File: config.mk
export PLATFORM = sky130hd
export DESIGN_NAME = forward_registered_slice
export DESIGN_NICKNAME = d
export VERILOG_FILES = /design/src/rtl/fwd_slice_pkg.sv /design/src/rtl/handshake_beat_counter.sv /design/src/rtl/forward_registered_slice.sv
export SDC_FILE = /design/constraint.sdc
export NUM_CORES = 1
export LEC_CHECK = 0
export BUFFER_PORTS_ARGS = -buffer_cell sky130_fd_sc_hd__buf_4
export CAP_MARGIN = 20
export CORE_MARGIN = 1.5
export CORE_UTILIZATION = 41
export CTS_CLUSTER_DIAMETER = 80
export DETAILED_ROUTE_END_ITERATION = 7
export PLACE_DENSITY = 0.81
export SETUP_SLACK_MARGIN = 0.2
export SKIP_CTS_REPAIR_TIMING = 1
export SLEW_MARGIN = 10
export SYNTH_ARGS = -nofsm -noshare
export SYNTH_HDL_FRONTEND = slang
export SYNTH_SLANG_ARGS = --single-unit
File: constraint.sdc
create_clock -name clk -period 1.3 [get_ports clk]
set_clock_uncertainty 0.2 [all_clocks]
set_input_delay 0 -clock clk [delete_from_list [all_inputs] [get_ports clk]]
set_output_delay 0 -clock clk [all_outputs]
set_load 0.01 [all_outputs]
File: src/rtl/fwd_slice_pkg.sv
// Shared types and helpers for the forward-registered handshake slice.
// State names cover both the base slice and the FWD_SLICE_SKID_EN build.
package fwd_slice_pkg;

  typedef enum logic [1:0] {
    ST_EMPTY = 2'd0,
    ST_BUSY  = 2'd1,
    ST_FULL  = 2'd2
  } slice_state_e;

  // A modulus below 2 would give a zero-width counter, so clamp to one bit.
  function automatic int cnt_width(input int depth);
    return (depth < 2) ? 1 : $clog2(depth);
  endfunction

endpackage

File: src/rtl/handshake_beat_counter.sv
// Modulo-DEPTH beat counter with a registered wrap pulse.
// Shared by the forward- and backward-registered slices for frame bookkeeping.
module handshake_beat_counter
  import fwd_slice_pkg::*;
#(
  parameter  int DEPTH = 256,
  localparam int CW    = cnt_width(DEPTH)
) (
  input  logic          clk,
  input  logic          s_rst_n,
  input  logic          inc,
  output logic [CW-1:0] beat_cnt,
  output logic          cnt_wrap
);

  localparam logic [CW-1:0] LAST = CW'(DEPTH - 1);

  logic at_last;

  assign at_last = (beat_cnt == LAST);

  // Explicit compare against DEPTH-1 so non-power-of-two moduli wrap correctly.
  always_ff @(posedge clk or negedge s_rst_n) begin
    if (!s_rst_n) begin
      beat_cnt <= '0;
      cnt_wrap <= 1'b0;
    end else begin
      cnt_wrap <= inc & at_last;
      if (inc) begin
        beat_cnt <= at_last ? '0 : beat_cnt + CW'(1);
      end
    end
  end

endmodule

File: src/rtl/forward_registered_slice.sv
// Forward-registered valid/ready slice: dst valid/data come straight from flops.
// Define FWD_SLICE_SKID_EN to add a skid register and a registered src_ready.
module forward_registered_slice
  import fwd_slice_pkg::*;
#(
  parameter  int WIDTH = 8,
  parameter  int DEPTH = 256,
  localparam int CW    = cnt_width(DEPTH)
) (
  input  logic             clk,
  input  logic             s_rst_n,
  input  logic             src_vaild,
  input  logic [WIDTH-1:0] src_data_in,
  output logic             src_ready,
  input  logic             dst_ready,
  output logic             dst_vaild,
  output logic [WIDTH-1:0] dst_data_out,
  output logic             idle,
  output logic [CW-1:0]    beat_cnt,
  output logic             cnt_wrap
);

  slice_state_e     state;
  logic             valid_q;
  logic [WIDTH-1:0] data_q;
  logic             idle_q;
  logic             src_fire;
  logic             dst_fire;
  logic             next_empty;

  assign src_fire     = src_vaild & src_ready;
  assign dst_fire     = valid_q & dst_ready;
  assign dst_vaild    = valid_q;
  assign dst_data_out = data_q;
  assign idle         = idle_q;

`ifdef FWD_SLICE_SKID_EN

  logic [WIDTH-1:0] skid_q;
  logic             skid_full;

  // src_ready depends only on the skid flop, gated low while reset is held.
  assign src_ready  = s_rst_n & ~skid_full;
  assign next_empty = ~src_fire &
                      ((state == ST_EMPTY) | ((state == ST_BUSY) & dst_ready));

  always_ff @(posedge clk or negedge s_rst_n) begin
    if (!s_rst_n) begin
      state     <= ST_EMPTY;
      valid_q   <= 1'b0;
      data_q    <= '0;
      skid_q    <= '0;
      skid_full <= 1'b0;
      idle_q    <= 1'b1;
    end else begin
      idle_q <= next_empty & ~src_vaild;
      case (state)
        ST_EMPTY: begin
          if (src_fire) begin
            state   <= ST_BUSY;
            valid_q <= 1'b1;
            data_q  <= src_data_in;
          end
        end
        ST_BUSY: begin
          if (dst_fire) begin
            if (src_fire) begin
              data_q <= src_data_in;
            end else begin
              state   <= ST_EMPTY;
              valid_q <= 1'b0;
            end
          end else if (src_fire) begin
            state     <= ST_FULL;
            skid_q    <= src_data_in;
            skid_full <= 1'b1;
          end
        end
        ST_FULL: begin
          // No acceptance here; the skid beat is promoted once main drains.
          if (dst_fire) begin
            state     <= ST_BUSY;
            data_q    <= skid_q;
            skid_full <= 1'b0;
          end
        end
        default: begin
          state     <= ST_EMPTY;
          valid_q   <= 1'b0;
          skid_full <= 1'b0;
        end
      endcase
    end
  end

`else

  // The one combinational path: accept when empty or when the held beat leaves.
  assign src_ready  = s_rst_n & (~valid_q | dst_ready);
  assign next_empty = ~src_fire & (~valid_q | dst_ready);

  always_ff @(posedge clk or negedge s_rst_n) begin
    if (!s_rst_n) begin
      state   <= ST_EMPTY;
      valid_q <= 1'b0;
      data_q  <= '0;
      idle_q  <= 1'b1;
    end else begin
      idle_q <= next_empty & ~src_vaild;
      case (state)
        ST_EMPTY: begin
          if (src_fire) begin
            state   <= ST_FULL;
            valid_q <= 1'b1;
            data_q  <= src_data_in;
          end
        end
        ST_FULL: begin
          if (dst_fire) begin
            if (src_fire) begin
              data_q <= src_data_in;
            end else begin
              state   <= ST_EMPTY;
              valid_q <= 1'b0;
            end
          end
        end
        default: begin
          state   <= ST_EMPTY;
          valid_q <= 1'b0;
        end
      endcase
    end
  end

`endif

  handshake_beat_counter #(
    .DEPTH(DEPTH)
  ) u_beat_counter (
    .clk     (clk),
    .s_rst_n (s_rst_n),
    .inc     (dst_fire),
    .beat_cnt(beat_cnt),
    .cnt_wrap(cnt_wrap)
  );

endmodule
==> results of run 1 <==
cells in the mapped netlist, drive strengths merged:
cell / count / area [sq um]
dfstp: 1 / 26.3
nand3: 4 / 25.0
o21ai: 2 / 10.0
or2b: 1 / 7.51
o221ai: 1 / 8.76
dfrtp: 18 / 450
a21oi: 1 / 5.00
ha: 1 / 12.5
nand2: 6 / 22.5
nand4: 2 / 12.5
a31oi: 2 / 12.5
and2: 1 / 6.26
nor2: 1 / 3.75
xor2: 1 / 8.76
nor2b: 1 / 6.26
or4: 1 / 7.51
xnor2: 3 / 26.3
and4: 3 / 26.3
and3: 1 / 6.26
or3: 1 / 6.26
mux2: 9 / 101
critical path, delay by kind of cell (launching register included):
family                 cells  cell delay [ps]
buffers and inverters      1              150
DFF                        1              390
muxes                      1              350
and+or+nand+nor            2              370
routing by layer:
layer	wire length, um	global-route usage [%]	part of all wire, %
met3	116	3.46	4.5
met2	1350	29.0	52
met1	1120	23.0	43
met4	0	6.67	0
met5	0	0	0
final timing paths:
path,startpoint,endpoint
setup / recovery,state[1],dst_data_out[4]
hold / removal,s_rst_n,dst_data_out[5]
setup reg to reg,state[1],dst_data_out[4]
hold reg to reg,dst_data_out[0],dst_data_out[0]
max in group asynchronous,s_rst_n,idle
min in group clk,dst_ready,u_beat_counter.beat_cnt[2]
kinds of logic (layout without fill, tap and decap cells):
kind of cell             after synthesis  in the layout
multiplexers                           9              9
XOR/XNOR                               4              4
adder cells (fa/ha/maj)                1              1
buffers and inverters                  0             66
flip-flops                            19             19
AO/OA/AOI/OAI                          6              6
AND/OR/NAND/NOR                       22             23
power by group through the flow:
stage | clock [uW] | combinational, uW | sequential (uW)
3_5_place_dp | 0 | 696 | 845
5_1_grt | 319 | 1070 | 870
6_report | 303 | 1000 | 861
4_1_cts | 313 | 698 | 833
2_1_floorplan | 0 | 195 | 914
3_3_place_gp | 0 | 669 | 836
flip-flops by register name, summed over array words and instances, names as in the netlist:
signal and count:
state 1, dst_data_out 8, u_beat_counter.beat_cnt 8, idle 1, u_beat_counter.cnt_wrap 1
area by class of cell:
type                       instances  area [sq um]  area share [%]
sequential                        19           482            31.8
tap                               25          31.3            2.07
clock buffer                       4          26.3            1.74
multi-input combinational         43           412            27.2
timing repair buffer              62           563            37.2
metrics by stage:
stage / setup TNS (ps) / hold WS (ps) / area, sq um / total power (uW) / std cells
2_1_floorplan: -1460 / -496 / 821 / 1110 / 61
3_3_place_gp: -1160 / -201 / 1180 / 1510 / 130
3_5_place_dp: -1530 / -198 / 1180 / 1540 / 130
4_1_cts: -2150 / -533 / 1210 / 1850 / 134
5_1_grt: -3730 / -477 / 1510 / 2260 / 153
6_report: -3180 / -497 / 1510 / 2170 / 153
==> impl_metrics.yaml, run 1 <==
flow_run:
  drv_cap: 0
pwr:
  p_clk_share_pct: 14.0
  sw_frac_of_total_pct: 32.5
  power_density_mw_per_mm2: 1430
  peakVddDrop_v: 0.00147
  share_comb_of_total_power_pct: 46.3
  power_frac_seq_pct: 39.7
  p_leak_uw: 0.000719
  p_sw_uw: 706
  p_int_uw: 1460
routing:
  drcViolationCount: 0
  first_iter_violations: 25
  firstDrtPassIters: 4
  vias: 814
  ant_nets: 0
  drt_wl_total_mm: 2.59
  vias_per_cell: 5.32
  wl_per_cell_um: 16.9
die:
  fp.dieW_um: 47.0
  core_area_sq_mm: 0.00176
  initial_utilization_pct: 44.9
  die-area_sq_mm: 0.00220
  die_y_um: 47.0
  rows: 15
  ios: 32
place:
  portBuffers: 31
  place_congestion: 0.722
  dp_hpwl_mm: 1.31
  pre_cts_ws_ps: -161
logic_synthesis:
  yosysSeqAreaShare_pct: 60.2
  synth_mux_area_share_pct: 12.8
  ys_ff_latch: 19
  ys.warnings.count: 0
  synth_compound_area_share_pct: 4.58
  synth.avg_cell_area_sq_um: 13.0
  synth_cell_types: 22
  syn_area_sq_um: 792
  syn-num-nets: 74
  synthXorXnorAreaFrac_pct: 4.42
  yosys.area_share.simple_pct: 16.4
  synth_top_family_by_area: "simple AND/OR/NAND/NOR gates"
  synth_fa_ha_area_share_pct: 1.58
  syn_inst: 61
timing:
  fin_crit_sh_pct: 120
  hold_viol: 31
  setup_slack_ps: -264
  finalSetupViolCount: 18
  rsz0062_at_grt: "yes"
  whs_ps: -497
  tightest_slew_ps: 256
  fin_crit_ps: 1560
  clock.fmax_mhz: 639
  slew_violations: 0
  relSlewSlack_pct: 82.7
global_route:
  grt_pass1_vias: 612
  gr-total-overflow: 0
  grt.total_usage_pct: 17.6
  grt_pass1_wl_mm: 2.70
  antenna_found_initial: 0
  grt_max_degree: 21
hold_path:
  hp-class: "input pin to asynchronous set/reset pin"
cells_and_area:
  nFillCells: 100
  diodes: 0
  nNetsFinal: 142
  drive_gt1_share_pct: 63.3
  final_common_cell: "buf_4"
  fin_util_pct: 85.8
  layout_common_cells: "buf_4 (33), buf_6 (20), dfrtp_1 (14)"
  areaGrowthSynthToFinish_pct: 91.2
critical_path:
  reg2reg_slack_ps: -260
  endpoint_kind: "flop"
  cp_data_required_time_ps: 1290
  crit_type: "flop to flop"
  reg2reg_depth: 4
  cpMaxStageDelayCell: "dfrtp_2"
  path_max_fanout: 5
  path_cells: "or2b_1, buf_6, nand3_4, mux2_2"
  start_kind: "flop"
  arrival_ps: 1550
  slowest_delay_ps: 390
cts:
  clk_pin_slew_ps: 110
  clockBufferDepth: 2
  root_buffer: "clkbuf_4"
  tritoncts: "done"
  cts.sinks: 19
  htreeDepth: 1
  clk_latency_ps: 290
  numCtsBuffers: 3
status:
  violations: "negative hold slack, negative setup slack"
  status: "complete, but fails checks"
No activity file was read; power rests on OpenSTA's default activity.
==> run 2: changes to the inputs <==
--- a/config.mk
+++ b/config.mk
@@ -11,7 +11,7 @@
 export CORE_UTILIZATION = 41
 export CTS_CLUSTER_DIAMETER = 80
 export DETAILED_ROUTE_END_ITERATION = 7
-export PLACE_DENSITY = 0.81
+export PLACE_DENSITY_LB_ADDON = 0.2
 export SETUP_SLACK_MARGIN = 0.2
 export SKIP_CTS_REPAIR_TIMING = 1
 export SLEW_MARGIN = 10
==> run 2 against run 1 <==
Against the previous run: the run still ends with negative hold slack, negative setup slack left; cell count stayed put; sequential cell count stayed put; non-clock buffer count stayed put; sequential power is 0.8% higher; clock power is 1% higher; global-route usage hardly changed; utilization is 1.5 points higher; die area stayed put; combinational power is 5% higher; via count is 2.2% lower; largest power group unchanged; highest routed layer is now met4; routed wire length is 3.1% lower.
==> impl_metrics.yaml, run 2 (synthesis gave the netlist of run 1 again) <==
status:
  status: "complete, but fails checks"
  violations: "negative hold slack, negative setup slack"
cells_and_area:
  stdcell_area_sq_mm: 0.00154
  areaGrowthSynthToFinish_pct: 94.5
  nNetsFinal: 142
  multi_input_area_sq_um: 422
  layout_common_cells: "buf_4 (29), buf_6 (23), dfrtp_1 (12)"
  diodes: 0
  nFillCells: 89
  drive_gt1_share_pct: 65.6
  fin_util_pct: 87.3
  seqCellArea_sq_um: 484
  final_common_cell: "buf_4"
timing:
  fin_crit_ps: 1540
  setup_slack_ps: -236
  tns_ps: -2660
  hold_viol: 29
  whs_ps: -483
  clock.fmax_mhz: 651
  finalSetupViolCount: 19
  fin_crit_sh_pct: 118
  rsz0062_at_grt: "yes"
  tightest_slew_ps: 259
  relSlewSlack_pct: 82.7
  slew_violations: 0
pwr:
  p_leak_uw: 0.000724
  peakVddDrop_v: 0.00107
  power_density_mw_per_mm2: 1440
global_route:
  use_met1_pct: 20.8
  grt_pass1_vias: 650
  gr-usage-met2_pct: 31.2
  grt.met3_usage_pct: 3.85
  grt.total_usage_pct: 17.6
  grt-busiest-layer: "met2"
  antenna_found_initial: 0
  grt_max_degree: 21
  grt_pass1_wl_mm: 2.75
  gr-total-overflow: 0
routing:
  drcViolationCount: 0
  drt_wl_total_mm: 2.51
  vias: 796
  firstDrtPassIters: 4
  first_iter_violations: 15
  vias_per_cell: 5.20
  wl_per_cell_um: 16.4
  ant_nets: 0
die:
  rows: 15
  die_y_um: 47.0
  ios: 32
  die-area_sq_mm: 0.00220
  core_area_sq_mm: 0.00176
  initial_utilization_pct: 44.9
  fp.dieW_um: 47.0
critical_path:
  cp_common_cell: "buf_6"
  endpoint_kind: "output pin"
  start_kind: "flop"
  reg2reg_depth: 4
  crit_type: "flop to output pin"
  path_max_fanout: 3
  arrival_ps: 1340
  crit_family: "simple AND/OR/NAND/NOR gates"
  path_cells: "or2b_1, buf_6, and2_4, buf_6"
  cpMaxStageDelayCell: "dfrtp_2"
  slowest_delay_ps: 380
  cp_data_required_time_ps: 1100
  cp.depth: 4
  cp.buffers_inverters: 2
cts:
  htreeDepth: 1
  root_buffer: "clkbuf_4"
  clk_pin_slew_ps: 110
  numCtsBuffers: 3
  clk_latency_ps: 290
  tritoncts: "done"
  clockBufferDepth: 2
  cts.sinks: 19
place:
  dp_hpwl_mm: 1.33
  portBuffers: 31
  place_congestion: 0.767
  dpl_cell_area_sq_mm: 0.00119
hold_path:
  hp-class: "input pin to asynchronous set/reset pin"
flow_run:
  drv_cap: 0
-- run 2: cell count changes in the layout (fill, tap and decap cells not counted), moves of 2 or more --
| cell | previous run | this run |
|---|---|---|
| mux2_2 | 3 | 1 |
| dfrtp_1 | 14 | 12 |
| mux2_4 | 6 | 8 |
| buf_6 | 20 | 23 |
| dfrtp_2 | 4 | 6 |
| buf_4 | 33 | 29 |
-- run 2: where the power goes --
part           leakage [uW]  switching, uW  total (uW)  internal (uW)
Sequential         0.000222            143         868            725
Combinational      0.000487            375        1050            674
Clock             0.0000150            187         307            119
Total              0.000724            705        2220           1520
-- run 2: layout make-up --
class | instances | area share, %
tap | 25 | 2.03
clock buffer | 4 | 1.71
sequential | 19 | 31.4
multi-input combinational | 43 | 27.4
timing repair buffer | 62 | 37.4
-- run 2: path summary, 6_finish.rpt --
check	start	end	slack, ps
worst max-delay path	state[1]	src_ready	-240
worst min-delay path	s_rst_n	state[1]	-480
worst max register to register	state[1]	dst_data_out[5]	-220
worst min register to register	dst_data_out[0]	dst_data_out[0]	320
max in group asynchronous	s_rst_n	idle	1120
min in group clk	s_rst_n	state[1]	-70
-- run 2: through the flow --
step	worst slack, ps	cells	hold WS [ps]	total power, uW
final	-236	153	-483	2220
after global routing	-287	153	-474	2330
after CTS	-280	135	-520	1880
after detailed placement	-137	131	-188	1570
after global placement	-108	131	-194	1540
after floorplan	-167	61	-496	1110
-- run 2: worst reg2reg max path, delay by kind of cell (launching register included) --
family / cells / cell delay [ps]
buf+inv: 1 / 150
flops: 1 / 380
mux: 1 / 320
simple gates: 2 / 380
-- run 2: routing by layer --
layer  vias up  wire [um]
met5         -          0
met4         0         30
met3         4        125
met2        34       1260
met1       397       1090
li1        361          -
==> run 3: changes to the inputs <==
--- a/config.mk
+++ b/config.mk
@@ -11,6 +11,7 @@
 export CORE_UTILIZATION = 41
 export CTS_CLUSTER_DIAMETER = 80
 export DETAILED_ROUTE_END_ITERATION = 7
+export HOLD_SLACK_MARGIN = 0.08
 export PLACE_DENSITY_LB_ADDON = 0.2
 export SETUP_SLACK_MARGIN = 0.2
 export SKIP_CTS_REPAIR_TIMING = 1
==> run 3 against run 2 <==
Against the previous run: the run still ends with negative hold slack, negative setup slack left; sequential power decreased by 0.7%; non-clock buffer count is 1 lower; first-iteration DRC count is 47% higher; utilization decreased by 0.57 points; total power is essentially flat; cell count shrank 0.65%; critical path depth stayed put; setup slack better by 28 ps; maximum frequency grew 1.8%; routed wire length is 0.40% lower; highest routed layer unchanged; sequential share of layout area increased by 0.21 points; die area did not move.
==> impl_metrics.yaml, run 3 (synthesis gave the netlist of run 1 again) <==
critical_path:
  reg2reg_to: "dst_data_out[5]"
  arrival_ps: 1310
  crit_type: "flop to output pin"
  endpoint_kind: "output pin"
  cp_data_required_time_ps: 1100
  start_kind: "flop"
  path_cells: "or2b_1, buf_6, and2_4, buf_6"
  r2r-start: "state[1]"
  cp_common_cell: "buf_6"
  reg2reg_slack_ps: -200
  reg2reg_depth: 4
  slowest_delay_ps: 360
  path_max_fanout: 3
  cpMaxStageDelayCell: "dfrtp_2"
place:
  place_congestion: 0.767
  dp_hpwl_mm: 1.33
  pre_cts_ws_ps: -137
  portBuffers: 31
  dpl_cell_area_sq_mm: 0.00119
global_route:
  grt_pass1_vias: 650
  grt_pass1_wl_mm: 2.75
  grt_max_degree: 21
  gr-total-overflow: 0
  grt.total_usage_pct: 17.6
  antenna_found_initial: 0
status:
  status: "complete, but fails checks"
  violations: "negative hold slack, negative setup slack"
cells_and_area:
  areaGrowthSynthToFinish_pct: 93.2
  fin_util_pct: 86.7
  diodes: 0
  final_common_cell: "buf_4"
  nNetsFinal: 141
  drive_gt1_share_pct: 66.1
  layout_common_cells: "buf_4 (29), buf_6 (23), dfrtp_1 (12)"
  stdcell_area_sq_mm: 0.00153
die:
  ios: 32
  fp.dieW_um: 47.0
  rows: 15
  core_area_sq_mm: 0.00176
  die-area_sq_mm: 0.00220
  die_y_um: 47.0
  initial_utilization_pct: 44.9
pwr:
  power_density_mw_per_mm2: 1450
  power_uw: 2230
  p_leak_uw: 0.000719
  peakVddDrop_v: 0.00109
cts:
  htreeDepth: 1
  clk_latency_ps: 300
  clk_pin_slew_ps: 110
  numCtsBuffers: 3
  root_buffer: "clkbuf_4"
  clockBufferDepth: 2
  cts.sinks: 19
  tritoncts: "done"
timing:
  finalSetupViolCount: 19
  setup_slack_ps: -208
  clock.fmax_mhz: 663
  slew_violations: 0
  tightest_slew_ps: 267
  rsz0062_at_grt: "yes"
  whs_ps: -480
  hold_viol: 33
  fin_crit_sh_pct: 116
  relSlewSlack_pct: 82.2
  fin_crit_ps: 1510
routing:
  drt_wl_total_mm: 2.50
  wl_per_cell_um: 16.4
  vias: 809
  drcViolationCount: 0
  vias_per_cell: 5.32
  first_iter_violations: 22
  ant_nets: 0
  firstDrtPassIters: 4
flow_run:
  drv_cap: 0
hold_path:
  hp-class: "input pin to asynchronous set/reset pin"
run 3: how the worst max path moves through the flow:
| stage | cells after the start | start | end |
|---|---|---|---|
| global route | 4 | state[1] | src_ready |
| detailed placement | 3 | state[1] | dst_data_out[1] |
| CTS | 4 | state[1] | src_ready |
| global placement | 3 | state[1] | dst_data_out[7] |
| floorplan | 3 | state[1] | dst_data_out[0] |
| finish | 4 | state[1] | src_ready |
run 3: worst max-delay path, delay by kind of cell (launching register included):
kind,cells,cell delay (ps)
DFF,1,360
and+or+nand+nor,2,410
buffers and inverters,2,240
run 3: report_power, final:
group	switching (uW)	internal [uW]
Combinational	384	676
Clock	184	120
Sequential	137	725
Total	705	1520
run 3: per-stage QoR:
stage	setup TNS (ps)	std cells
detailed placement	-1240	131
finish	-2340	152
CTS	-1680	135
global route	-3280	152
global placement	-943	131
floorplan	-1460	61
run 3: layer usage:
| layer | track usage [%] | vias to the layer above | share of wire, % |
|---|---|---|---|
| met2 | 31.2 | 49 | 51 |
| met1 | 20.8 | 391 | 40 |
| met5 | 0 | - | 0 |
| met4 | 6.67 | 0 | 2.4 |
| li1 | - | 359 | - |
| met3 | 3.85 | 10 | 6.7 |
run 3: final cells by class:
| class | count | area, sq um |
|---|---|---|
| repair buffers | 61 | 567 |
| flip-flops and latches | 19 | 484 |
| multi-input cells | 43 | 422 |
| fillers | 94 | 234 |
| well taps | 25 | 31.3 |
| clock buffers | 4 | 26.3 |
